### config.mk
export PLATFORM = sky130hd
export DESIGN_NAME = uart_rx_flat
export DESIGN_NICKNAME = d
export VERILOG_FILES = /design/src/rtl/uart_rx_if.sv /design/src/rtl/uart_rx.sv /design/src/flat_wrapper.sv
export SDC_FILE = /design/constraint.sdc
export NUM_CORES = 1
export LEC_CHECK = 0
export ABC_AREA = 1
export CORE_ASPECT_RATIO = 1.1
export CORE_MARGIN = 1
export CORE_UTILIZATION = 50
export DETAILED_ROUTE_END_ITERATION = 16
export PLACE_DENSITY = 0.74
export SYNTH_ARGS = -nofsm -noshare
export SYNTH_HDL_FRONTEND = slang
export SYNTH_SLANG_ARGS = --single-unit
### constraint.sdc
create_clock -name clk -period 1.5 [get_ports clk]
set_input_delay 0.225 -clock clk [delete_from_list [all_inputs] [get_ports clk]]
set_output_delay 0.225 -clock clk [all_outputs]
set_load 0.005 [all_outputs]
### src/rtl/uart_rx_if.sv
// uart_rx_if: serial line and host handshake bundle for the UART receiver.
//   rx        : serial line from the pad, idle high
//   rd        : consumer acknowledge
//   data_out  : last good received word, bit 0 = first data bit on the line
//   valid     : data_out holds an unread word
//   frame_err : one-cycle pulse when a stop bit is sampled low
//   overrun   : sticky, an unread word was overwritten
//   busy      : receiver is inside a frame (any state other than idle)
// master = line/host side driving rx and rd, slave = the receiver.
interface uart_rx_if #(
    parameter int DATA_BITS = 8
);
    logic                 rx;
    logic                 rd;
    logic [DATA_BITS-1:0] data_out;
    logic                 valid;
    logic                 frame_err;
    logic                 overrun;
    logic                 busy;

    modport master (
        output rx, rd,
        input  data_out, valid, frame_err, overrun, busy
    );

    modport slave (
        input  rx, rd,
        output data_out, valid, frame_err, overrun, busy
    );
endinterface

### src/rtl/uart_rx.sv
// uart_rx: serial-to-parallel UART receiver.
// Frame: start bit, DATA_BITS data bits LSB first, one stop bit.
// The line is sampled at mid-bit by a clock-count baud timer.
// Ports:
//   clk  : system clock, rising edge
//   RSTn : synchronous active-low reset
//   bus  : uart_rx_if slave (rx, rd in; data_out, valid, frame_err,
//          overrun, busy out)
module uart_rx #(
    parameter int CLKS_PER_BIT = 16,
    parameter int DATA_BITS    = 8
) (
    input  logic      clk,
    input  logic      RSTn,
    uart_rx_if.slave  bus
);
    localparam int CW = $clog2(CLKS_PER_BIT);
    localparam int IW = $clog2(DATA_BITS + 1);
    localparam logic [CW-1:0] HALF_M1 = CW'(CLKS_PER_BIT / 2 - 1);
    localparam logic [CW-1:0] FULL_M1 = CW'(CLKS_PER_BIT - 1);
    localparam logic [IW-1:0] LAST_IX = IW'(DATA_BITS - 1);

    typedef enum logic [2:0] {
        S_IDLE,
        S_START,
        S_DATA,
        S_STOP,
        S_BREAK
    } state_t;

    state_t               r_state;
    logic [1:0]           r_sync;
    logic [CW-1:0]        r_cnt;
    logic [IW-1:0]        r_idx;
    logic [DATA_BITS-1:0] r_shreg;
    logic [DATA_BITS-1:0] r_data;
    logic                 r_valid;
    logic                 r_frame_err;
    logic                 r_overrun;
    logic                 r_busy;
    logic                 w_rx_s;

    assign w_rx_s = r_sync[1];

    always_ff @(posedge clk) begin
        if (!RSTn) begin
            r_state     <= S_IDLE;
            r_sync      <= 2'b11;   // preset to idle level so reset is not seen as a start
            r_cnt       <= '0;
            r_idx       <= '0;
            r_shreg     <= '0;
            r_data      <= '0;
            r_valid     <= 1'b0;
            r_frame_err <= 1'b0;
            r_overrun   <= 1'b0;
            r_busy      <= 1'b0;
        end else begin
            r_sync      <= {r_sync[0], bus.rx};
            r_frame_err <= 1'b0;

            if (bus.rd && r_valid) begin
                r_valid   <= 1'b0;
                r_overrun <= 1'b0;
            end

            case (r_state)
                S_IDLE: begin
                    if (!w_rx_s) begin
                        r_state <= S_START;
                        r_cnt   <= '0;
                        r_busy  <= 1'b1;
                    end
                end

                S_START: begin
                    if (r_cnt == HALF_M1) begin
                        if (!w_rx_s) begin
                            r_state <= S_DATA;
                            r_cnt   <= '0;
                            r_idx   <= '0;
                        end else begin
                            // start bit vanished before mid-bit: treat as glitch
                            r_state <= S_IDLE;
                            r_busy  <= 1'b0;
                        end
                    end else begin
                        r_cnt <= r_cnt + 1'b1;
                    end
                end

                S_DATA: begin
                    if (r_cnt == FULL_M1) begin
                        for (int i = 0; i < DATA_BITS; i++) begin
                            if (r_idx == IW'(i)) r_shreg[i] <= w_rx_s;
                        end
                        r_cnt <= '0;
                        r_idx <= r_idx + 1'b1;
                        if (r_idx == LAST_IX) r_state <= S_STOP;
                    end else begin
                        r_cnt <= r_cnt + 1'b1;
                    end
                end

                S_STOP: begin
                    if (r_cnt == FULL_M1) begin
                        r_cnt <= '0;
                        if (w_rx_s) begin
                            r_data    <= r_shreg;
                            r_valid   <= 1'b1;
                            // a same-cycle rd consumes the old word, so no overrun
                            r_overrun <= !bus.rd && (r_valid || r_overrun);
                            r_state   <= S_IDLE;
                            r_busy    <= 1'b0;
                        end else begin
                            r_frame_err <= 1'b1;
                            r_state     <= S_BREAK;
                        end
                    end else begin
                        r_cnt <= r_cnt + 1'b1;
                    end
                end

                S_BREAK: begin
                    // wait out a held-low line so it cannot look like a new start
                    if (w_rx_s) begin
                        r_state <= S_IDLE;
                        r_busy  <= 1'b0;
                    end
                end

                default: begin
                    r_state <= S_IDLE;
                    r_busy  <= 1'b0;
                end
            endcase
        end
    end

    assign bus.data_out  = r_data;
    assign bus.valid     = r_valid;
    assign bus.frame_err = r_frame_err;
    assign bus.overrun   = r_overrun;
    assign bus.busy      = r_busy;
endmodule

### src/flat_wrapper.sv
// flat-port wrapper written by rule: the top's interface ports become plain ports
module uart_rx_flat 
#(
    parameter int CLKS_PER_BIT = 16,
    parameter int DATA_BITS    = 8
)
  (clk, RSTn, bus_rx, bus_rd, bus_data_out, bus_valid, bus_frame_err, bus_overrun, bus_busy);
  uart_rx_if #(.DATA_BITS(DATA_BITS)) bus_i ();
  input  logic clk;
  input  logic RSTn;
  input wire logic [$bits(bus_i.rx)-1:0] bus_rx;
  input wire logic [$bits(bus_i.rd)-1:0] bus_rd;
  output wire logic [$bits(bus_i.data_out)-1:0] bus_data_out;
  output wire logic [$bits(bus_i.valid)-1:0] bus_valid;
  output wire logic [$bits(bus_i.frame_err)-1:0] bus_frame_err;
  output wire logic [$bits(bus_i.overrun)-1:0] bus_overrun;
  output wire logic [$bits(bus_i.busy)-1:0] bus_busy;
  assign bus_i.rx = bus_rx;
  assign bus_i.rd = bus_rd;
  assign bus_data_out = bus_i.data_out;
  assign bus_valid = bus_i.valid;
  assign bus_frame_err = bus_i.frame_err;
  assign bus_overrun = bus_i.overrun;
  assign bus_busy = bus_i.busy;
  uart_rx #(.CLKS_PER_BIT(CLKS_PER_BIT), .DATA_BITS(DATA_BITS)) u_core (.clk(clk), .RSTn(RSTn), .bus(bus_i));
endmodule
==> flow_summary.ini, run 1 <==
[status]
status = completed

[power]
p_per_area_nw_per_um2 = 1070
p_leak_nw = 0.784
ir_drop_v = 0.000963
total_power_mw = 2.10

[grt]
grt_pass1_wl_um = 5260
grt_pass1_vias = 1161
grtUsageTotal_pct = 20.4
antenna_found_initial = 0
grt_max_degree = 23
overflow = 0

[timing]
worst_slew_pin_slew_ns = 0.292
setup-violations-final = 0
hold_viol_final = 0
fin_skew_ns = 0.00384
fin_tns_setup_ns = 0
slew_headroom_pct = 80.5
slew_violations = 0
layout_worst_path_cycle_share_pct = 94.9
rsz0062_at_grt = false
min_period_ns = 1.42
fmax_mhz = 703

[final_layout]
multi_input_area_um2 = 855
syn2layout_area_growth_pct = 22.1
layout.nets = 252
fin_area_um2 = 1950
fillCellCount = 263
final_layout_size_suffix_gt1_share_pct = 20.9
seq_area_um2 = 669
final_util_pct = 64.0
antennaDiodeCount = 0
final_cells = 278

[cts]
path_clk_slew_ns = 0.10
ctsHoldBuffers = 0
root_buffer = clkbuf_4
numCtsBuffers = 5
clock_latency_ns = 0.34
clock_path_buffers = 2
clock_sinks = 33
cts_htree_levels = 2
cts_tree = yes

[placed_design]
dp_hpwl_um = 2290
port_buffers = 15
place_congestion = 0.875
post_dp_cell_area_um2 = 1840
dp_cells = 270

[setup_path]
crit_path_max_fanout = 3
reg2reg_to = u_core.r_idx[3]$_SDFFE_PN0P_
crit_type = reg -> out
rrSetupSlack_ns = 0.10
start_kind = register
rr_worst_depth = 8
crit_arrival_ns = 1.20
crit_start = u_core.bus.valid$_SDFF_PN0_
regToRegStartpoint = u_core.r_cnt[1]$_SDFFE_PN0P_
crit_cells = 1
worst_setup_path_end_kind = output port
crit_end = bus_valid
crit_buf_inv = 1
worst_ep_required_time_ns = 1.27
cp_cell_sequence = clkdlybuf4s50_1
max_stage_delay_ns = 0.50
crit_family = buffers and inverters
crit_slowest_cell = clkdlybuf4s50_1

[floorplan]
io_pins = 16
initial_core_util_pct = 52.4
chipWidth_um = 55.9
die_h_um = 61.3
core-area_um2 = 3050
rows = 21
die_area_um2 = 3420

[synth]
synthDistinctLibCells = 26
synthFlopType = dfxtp_1
synth.largest_area_cell = dfxtp_1
async_flop_share_pct = 0
synth_edf_count = 0
syn_inst = 216
synth.top_cell.area_share_pct = 41.4
synth_seq_area_share_pct = 41.4
ys_ff_latch = 33
synthTopCellsByArea = dfxtp_1 41%, nor2_1 8.5%, nand2_1 6.1%
synth.avg_cell_area_um2 = 7.39
synth_fp_nets = 225
synth_area_um2 = 1600
yosysWarnings = 0

[routing]
vias = 1450
drc_errors = 0
via_per_inst = 5.22
first_pass_iters = 5
wl_um = 3210
drtAntennaViolNets = 0
routedWlPerCell_um = 11.6
drtIter0Drc = 45

[hold_path]
holdCritPathClass = reg -> reg

[run]
drv_cap = 0
state kept, by name (all words and copies together), names as in the netlist:
signal and cells:
u_core.bus.frame_err 1, u_core.r_cnt 4, u_core.r_state 3, u_core.bus.data_out 8, u_core.bus.valid 1, u_core.r_idx 4
u_core.r_sync 2, u_core.r_shreg 8, u_core.bus.busy 1, u_core.bus.overrun 1
how the worst min path moves through the flow:
| stage | from | endpoint | slack (ns) | depth (start not counted) |
|---|---|---|---|---|
| finish | u_core.r_sync[0]$_SDFF_PN1_ | u_core.r_sync[1]$_SDFF_PN1_ | 0.42 | 1 |
| detailed placement | u_core.r_sync[0]$_SDFF_PN1_ | u_core.r_sync[1]$_SDFF_PN1_ | 0.40 | 1 |
| CTS | u_core.r_sync[0]$_SDFF_PN1_ | u_core.r_sync[1]$_SDFF_PN1_ | 0.43 | 1 |
| global route | u_core.r_sync[0]$_SDFF_PN1_ | u_core.r_sync[1]$_SDFF_PN1_ | 0.43 | 1 |
| floorplan | bus_rx | u_core.r_sync[0]$_SDFF_PN1_ | 0.33 | 1 |
| global placement | u_core.r_sync[0]$_SDFF_PN1_ | u_core.r_sync[1]$_SDFF_PN1_ | 0.39 | 1 |
synthesized netlist by cell type (3+ instances only):
cell type	count
ha_1	5
nand2_2	5
o21ai_1	3
nand3_1	17
inv_1	17
a21oi_1	18
inv_2	7
dfxtp_1	33
nand4_1	5
nand2_1	26
nor2_1	36
nor3_1	6
o21ai_0	17
what timing repair did:
item	CTS	global route
resized for setup	1	18
buffers inserted	0	0
pin swaps	0	4
endpoints found under the setup margin	2	25
cells in the final DEF, fill, tap and decap left out, drive strengths merged:
cell type	count
ha	5
nand4	5
buf	10
clkdlybuf4s50	15
or2	2
dfxtp	33
a21oi	20
a31oi	2
clkinv	3
clkinvlp	1
nor2	40
o21ai	22
nand2	31
inv	24
nand3	20
clkbuf	5
nor3	6
power breakdown:
part,internal (mW),switching (mW),leakage [nW]
logic,0.226,0.369,0.484
clock network,0.176,0.307,0.0310
registers,0.944,0.0741,0.269
total,1.35,0.749,0.784
logic make-up after synthesis:
logic type / Yosys count / synth area share (%)
AOI/OAI and AO/OA: 44 / 14.9
adders and majority gates: 5 / 3.92
buffers and inverters: 30 / 7.68
DFF: 33 / 41.4
and+or+nand+nor: 104 / 32.1
layout make-up:
| class | count | share of cell area, % |
|---|---|---|
| inverter | 25 | 5.07 |
| clock inverter | 3 | 0.899 |
| multi-input combinational | 153 | 43.8 |
| tap | 34 | 2.18 |
| sequential | 33 | 34.3 |
| timing repair buffer | 25 | 11.7 |
| clock buffer | 5 | 1.93 |
per-layer routing:
layer,wire [um],global-route usage (%)
met5,0,0
met4,70,8.36
met3,126,5.67
met2,1430,33.7
met1,1580,25.8
stage by stage:
stage	hold slack [ns]	setup slack (ns)
floorplan	0.332	0.136
global route	0.430	0.00165
global placement	0.395	0.0229
finish	0.422	0.0772
CTS	0.427	-0.00999
detailed placement	0.399	0.00442
Power figures use the tool's default switching activity.
==> run 2: changes to the inputs <==
Settings changed: CORE_UTILIZATION 50 to 52, CTS_BUF_LIST set to sky130_fd_sc_hd__clkbuf_8, PLACE_DENSITY 0.74 to 0.77.
==> run 2 against run 1 <==
Die area is 3.7% lower. Critical endpoint is now u_core.r_shreg[0]$_SDFFE_PN0P_. Final area is 2.1% higher. Sequential share of layout area fell by 0.84 points.
==> flow_summary.ini, run 2 (synthesized netlist as in run 1, its figures left out) <==
[timing]
setup-violations-final = 0
worst_slew_pin_slew_ns = 0.257
fin_ws_ns = 0.115
slew_violations = 0
layout_worst_path_cycle_share_pct = 92.3
min_period_ns = 1.38
hold_viol_final = 0
fin_skew_ns = 0.00130
slew_headroom_pct = 82.7
fmax_mhz = 722

[power]
p_leak_nw = 0.829
p_sw_uw = 745
sw_frac_of_total_pct = 30.4
clockPowerShare_pct = 34.4
ir_drop_v = 0.00120
combPwrFrac_pct = 24.5
p_per_area_nw_per_um2 = 1230
pwr-share-seq_pct = 41.1
total_power_mw = 2.45
internal-power_mw = 1.70

[hold_path]
holdCritPathClass = reg -> reg
worstHoldEndpoint = u_core.r_sync[1]$_SDFF_PN1_
hold_depth = 1
min_from = u_core.r_sync[0]$_SDFF_PN1_

[floorplan]
die_h_um = 60.1
initial_core_util_pct = 56.0
rows = 20
chipWidth_um = 54.8
core-area_um2 = 2850
die_area_um2 = 3300
io_pins = 16

[grt]
grt_pass1_wl_um = 5450
grtUsageTotal_pct = 23.5
grt_max_degree = 23
antenna_found_initial = 0
overflow = 0
grt_pass1_vias = 1294

[cts]
ctsHoldBuffers = 0
root_buffer = clkbuf_8
cts_htree_levels = 2
numCtsBuffers = 5
path_clk_slew_ns = 0.06
clock_sinks = 33
clock_latency_ns = 0.28
clock_path_buffers = 2
cts_tree = yes

[status]
status = completed

[setup_path]
start_kind = register
rr_worst_depth = 7
crit_arrival_ns = 1.56
worst_setup_path_end_kind = register
regToRegStartpoint = u_core.r_cnt[0]$_SDFFE_PN0P_
reg2reg_to = u_core.r_shreg[0]$_SDFFE_PN0P_
worst_ep_required_time_ns = 1.67
crit_path_max_fanout = 7
crit_type = reg -> reg
rrSetupSlack_ns = 0.12

[routing]
top_layer_used = met4
drtIter0Drc = 46
vias = 1460
wl_met1_um = 1510
drtAntennaViolNets = 0
wl_met2_um = 1590
dr_wl_met3_um = 139
wl_um = 3310
first_pass_iters = 4
via_per_inst = 5.27
routedWlPerCell_um = 11.9
drc_errors = 0

[placed_design]
place_congestion = 0.867
dp_hpwl_um = 2320
port_buffers = 15
pre_cts_ws_ns = 0.00509

[final_layout]
antennaDiodeCount = 0
syn2layout_area_growth_pct = 24.7
final_common_cell = nor2_1
layout.nets = 252
final_layout_size_suffix_gt1_share_pct = 19.7
mostFrequentLayoutCells = 36 x nor2_1, 30 x dfxtp_1, 26 x nand2_1

[run]
drv_cap = 0
==> run 2: worst max-delay path: stages, from the launching register on <==
cell and delay, ns:
dfxtp_4 0.37, ha_4 0.15, nand2_4 0.09, nor2_8 0.17, buf_4 0.14, nand3_2 0.12, nor3_1 0.18, nor2_1 0.07
==> run 2: worst max-delay path by stage <==
stage,startpoint,endpoint,slack [ns],depth (start not counted)
2_1_floorplan,u_core.r_cnt[0]$_SDFFE_PN0P_,u_core.r_idx[3]$_SDFFE_PN0P_,0.14,8
3_3_place_gp,u_core.r_cnt[0]$_SDFFE_PN0P_,u_core.bus.data_out[5]$_SDFFE_PN0P_,0.04,7
3_5_place_dp,u_core.r_cnt[0]$_SDFFE_PN0P_,u_core.bus.data_out[1]$_SDFFE_PN0P_,0.005,7
4_1_cts,u_core.r_cnt[1]$_SDFFE_PN0P_,u_core.bus.data_out[5]$_SDFFE_PN0P_,0.003,7
5_1_grt,u_core.r_cnt[0]$_SDFFE_PN0P_,u_core.r_shreg[2]$_SDFFE_PN0P_,-0.004,8
6_report,u_core.r_cnt[0]$_SDFFE_PN0P_,u_core.r_shreg[0]$_SDFFE_PN0P_,0.12,7
==> run 2: layout make-up <==
| cell class | instances | area (um^2) |
|---|---|---|
| Inverter | 25 | 98.8 |
| Timing Repair Buffer | 25 | 225 |
| Fill cell | 248 | 862 |
| Clock inverter | 2 | 33.8 |
| Tap cell | 33 | 41.3 |
| Sequential cell | 33 | 667 |
| Clock buffer | 6 | 82.6 |
| Multi-Input combinational cell | 153 | 842 |
==> run 2: repair_timing <==
item | CTS | global route
gates resized for setup | 2 | 11
buffers inserted | 2 | 0
cloned | 0 | 0
endpoints found under the setup margin | 6 | 24
endpoints found under the hold margin | 0 | 0
pin swaps | 1 | 1
==> run 2: power groups by stage <==
stage,registers (mW),logic (mW),clock network (mW)
2_1_floorplan,0.990,0.448,0
3_3_place_gp,1.01,0.570,0
3_5_place_dp,1.01,0.573,0
4_1_cts,0.993,0.583,0.857
5_1_grt,1.02,0.692,0.896
6_report,1.01,0.599,0.841
==> run 2: stage by stage <==
step / instance area, um^2 / cells / utilization, % / TNS (ns) / hold WS (ns)
detailed placement: 1820 / 267 / 63.8 / 0 / 0.401
global placement: 1820 / 267 / 63.8 / 0 / 0.395
floorplan: 1600 / 216 / - / 0 / 0.332
global route: 1990 / 277 / 69.8 / -0.00418 / 0.429
finish: 1990 / 277 / 69.8 / 0 / 0.413
CTS: 1950 / 277 / 68.5 / 0 / 0.417
==> run 2: layer usage <==
layer	up-vias	track usage [%]
met2	39	38.6
li1	764	-
met1	649	27.8
met5	-	0
met3	8	6.87
met4	0	9.89
==> run 3: changes to the inputs <==
Settings changed: CAP_MARGIN set to 15.
==> results of run 3 <==
No change in the layout: final DEF, timing and power equal those of run 2.
==> edit: new RTL, settings of run 3 <==
Re-encode `state_t` (5 states) as one-hot, 5 bits wide.
--- a/src/rtl/uart_rx.sv
+++ b/src/rtl/uart_rx.sv
@@ -20,12 +20,12 @@
     localparam logic [CW-1:0] FULL_M1 = CW'(CLKS_PER_BIT - 1);
     localparam logic [IW-1:0] LAST_IX = IW'(DATA_BITS - 1);
 
-    typedef enum logic [2:0] {
-        S_IDLE,
-        S_START,
-        S_DATA,
-        S_STOP,
-        S_BREAK
+    typedef enum logic [4:0] {
+        S_IDLE  = 5'b00001,
+        S_START = 5'b00010,
+        S_DATA  = 5'b00100,
+        S_STOP  = 5'b01000,
+        S_BREAK = 5'b10000
     } state_t;
 
     state_t               r_state;
Check against the original RTL: same outputs for any inputs over 10 cycles, from zero or initial values and one cycle with RSTn low; not proved beyond that.
==> edit against run 3 <==
  * Area after synthesis grew 14%
  * Design area grew 16%
  * Critical path depth grew 3
  * Worst setup slack lost 0.035 ns
  * Critical endpoint is now u_core.r_cnt[0]$_SDFFE_PN0P_
  * Sequential cell count grew 2
  * Cell count grew 19%
  * Sequential share of layout area shrank 2.8 points
  * Power grew 3.9%
  * Routed wire length grew 20%
==> edit: results (changes against run 3) <==
Ys Warns=0 (unchanged); cell depth of the worst flop-to-flop path=10 (was 7); iteration-0 DRC count of the detailed router=89 (was 46); power of the sequential group=1.09 mW (was 1.01 mW); met3 track utilization from global routing=5.47% (was 6.87%); xor and xnor fraction of the mapped netlist area=1.45% (was 0%); count of buffers from port buffering=15 (unchanged); worst relative slew slack=76.4% (was 82.7%); leakage power summed over all cells=0.949 nW (was 0.829 nW); power drawn by the combinational cells=0.766 mW (was 0.599 mW); Post-CTS Repair Setup Buffers=1 (was 2); fraction of layout instances using a drive strength above 1=24.2% (was 19.7%); routed metal-1 wirelength=1.72 mm (was 1.51 mm); peak supply drop=0.999 mV (was 1.20 mV); Area contributors post-synth=sky130_fd_sc_hd__dfxtp_1, sky130_fd_sc_hd__nand2_1, sky130_fd_sc_hd__a21oi_1, sky130_fd_sc_hd__nand3_1, sky130_fd_sc_hd__inv_1 (was sky130_fd_sc_hd__dfxtp_1, sky130_fd_sc_hd__nor2_1, sky130_fd_sc_hd__nand2_1, sky130_fd_sc_hd__a21oi_1, sky130_fd_sc_hd__nand3_1); worst-skew pair later-pin latency=0.29 ns; fraction of synthesized area in multiplexers=0% (unchanged); sum of met2 wire segment lengths after detailed routing=1.94 mm (was 1.59 mm); pin count of the biggest net entering global routing=16 (was 23); routability cong.=0.835 (was 0.867); Worst Skew=0.00607 ns (was 0.00130 ns); worst hold margin=0.419 ns (was 0.413 ns); Syn Nets=256 (was 225); aggregate global-route resource usage=22.8% (was 23.5%); via count of the routed design=1,688 (was 1,460); total clock buffers created by CTS=5 (unchanged); fin nets=290 (was 252); length of routed met3 wiring=172 microns (was 139 microns); met2 usage in global routing=39.7% (was 38.6%); DR top layer=met4 (unchanged); Resize count post-CTS=4 (was 2); first-pass GRT wire length=6.50 mm (was 5.45 mm); H-tree level count=2 (unchanged); adder-cell area share of the yosys netlist=3.45% (was 3.92%); via count of the first global-routing pass=1,632 (was 1,294); most numerous cell types in the synthesized netlist=sky130_fd_sc_hd__nand2_1, sky130_fd_sc_hd__dfxtp_1, sky130_fd_sc_hd__inv_1 (was sky130_fd_sc_hd__nor2_1, sky130_fd_sc_hd__dfxtp_1, sky130_fd_sc_hd__nand2_1); half-perimeter wire length after placement=2.72 mm (was 2.32 mm); Worst Hold Launch=u_core.r_sync[0]$_SDFF_PN1_ (unchanged); routed length per placed instance=12.0 microns (was 11.9 microns); Max Fanout on Critical Path=4 (was 7); cell count of the worst hold path=1 (unchanged); compound-gate portion of the synthesized area=15.0% (was 14.9%); Distinct cells, synth=30 (was 26); crit path capture=u_core.r_cnt[0]$_SDFFE_PN0P_ (was u_core.r_shreg[0]$_SDFFE_PN0P_); run status=complete, no violations (unchanged); sequential element share of the synthesized area=38.6% (was 41.4%); reported net switching power=0.888 mW (was 0.745 mW); worst setup slack for register-to-register paths=0.08 ns (was 0.12 ns); worst min-delay path endpoint=u_core.r_sync[1]$_SDFF_PN1_ (unchanged); fraction of met1 tracks used by global routing=24.7% (was 27.8%)
edit: changes by cell type after synthesis, moves of 5 or more:
cell | before | now
sky130_fd_sc_hd__nand2_1 | 26 | 36
sky130_fd_sc_hd__inv_1 | 17 | 32
sky130_fd_sc_hd__a21oi_1 | 18 | 25
sky130_fd_sc_hd__inv_2 | 7 | 2
sky130_fd_sc_hd__nand3_1 | 17 | 24
sky130_fd_sc_hd__nor2_1 | 36 | 21
edit: logic make-up after synthesis:
family | after synthesis
adder cells (fa/ha/maj) | 5
flip-flops | 35
XOR/XNOR | 3
AO/OA/AOI/OAI | 50
buffers and inverters | 40
AND/OR/NAND/NOR | 114
edit: critical path: stages (launching register included):
cell and delay, ns:
sky130_fd_sc_hd__dfxtp_2 0.37, sky130_fd_sc_hd__ha_4 0.16, sky130_fd_sc_hd__nand2_4 0.08, sky130_fd_sc_hd__nor2_4 0.17
sky130_fd_sc_hd__buf_4 0.14, sky130_fd_sc_hd__buf_4 0.09, sky130_fd_sc_hd__nand2_1 0.07, sky130_fd_sc_hd__nand2_1 0.11
sky130_fd_sc_hd__nand2_1 0.05, sky130_fd_sc_hd__nand2_1 0.05, sky130_fd_sc_hd__nor2_1 0.03
edit: metrics by stage:
stage	total power, mW	cell area (sq um)	cells	utilization (%)	setup slack (ns)
2_1_floorplan	1.60	1810	247	-	0.109
6_report	2.54	2320	329	69.5	0.0802
3_5_place_dp	1.77	2070	315	62.2	0.00690
5_1_grt	2.70	2320	329	69.5	-0.0147
3_3_place_gp	1.76	2070	315	62.2	0.0520
4_1_cts	2.45	2180	323	65.3	0.000999
edit: final cells by class:
class	count	area, sq um
sequential	35	711
clock inverter	1	5.00
timing repair buffer	33	285
clock buffer	6	82.6
fill	266	1010
tap	48	60.1
multi-input combinational	172	1040
inverter	34	133
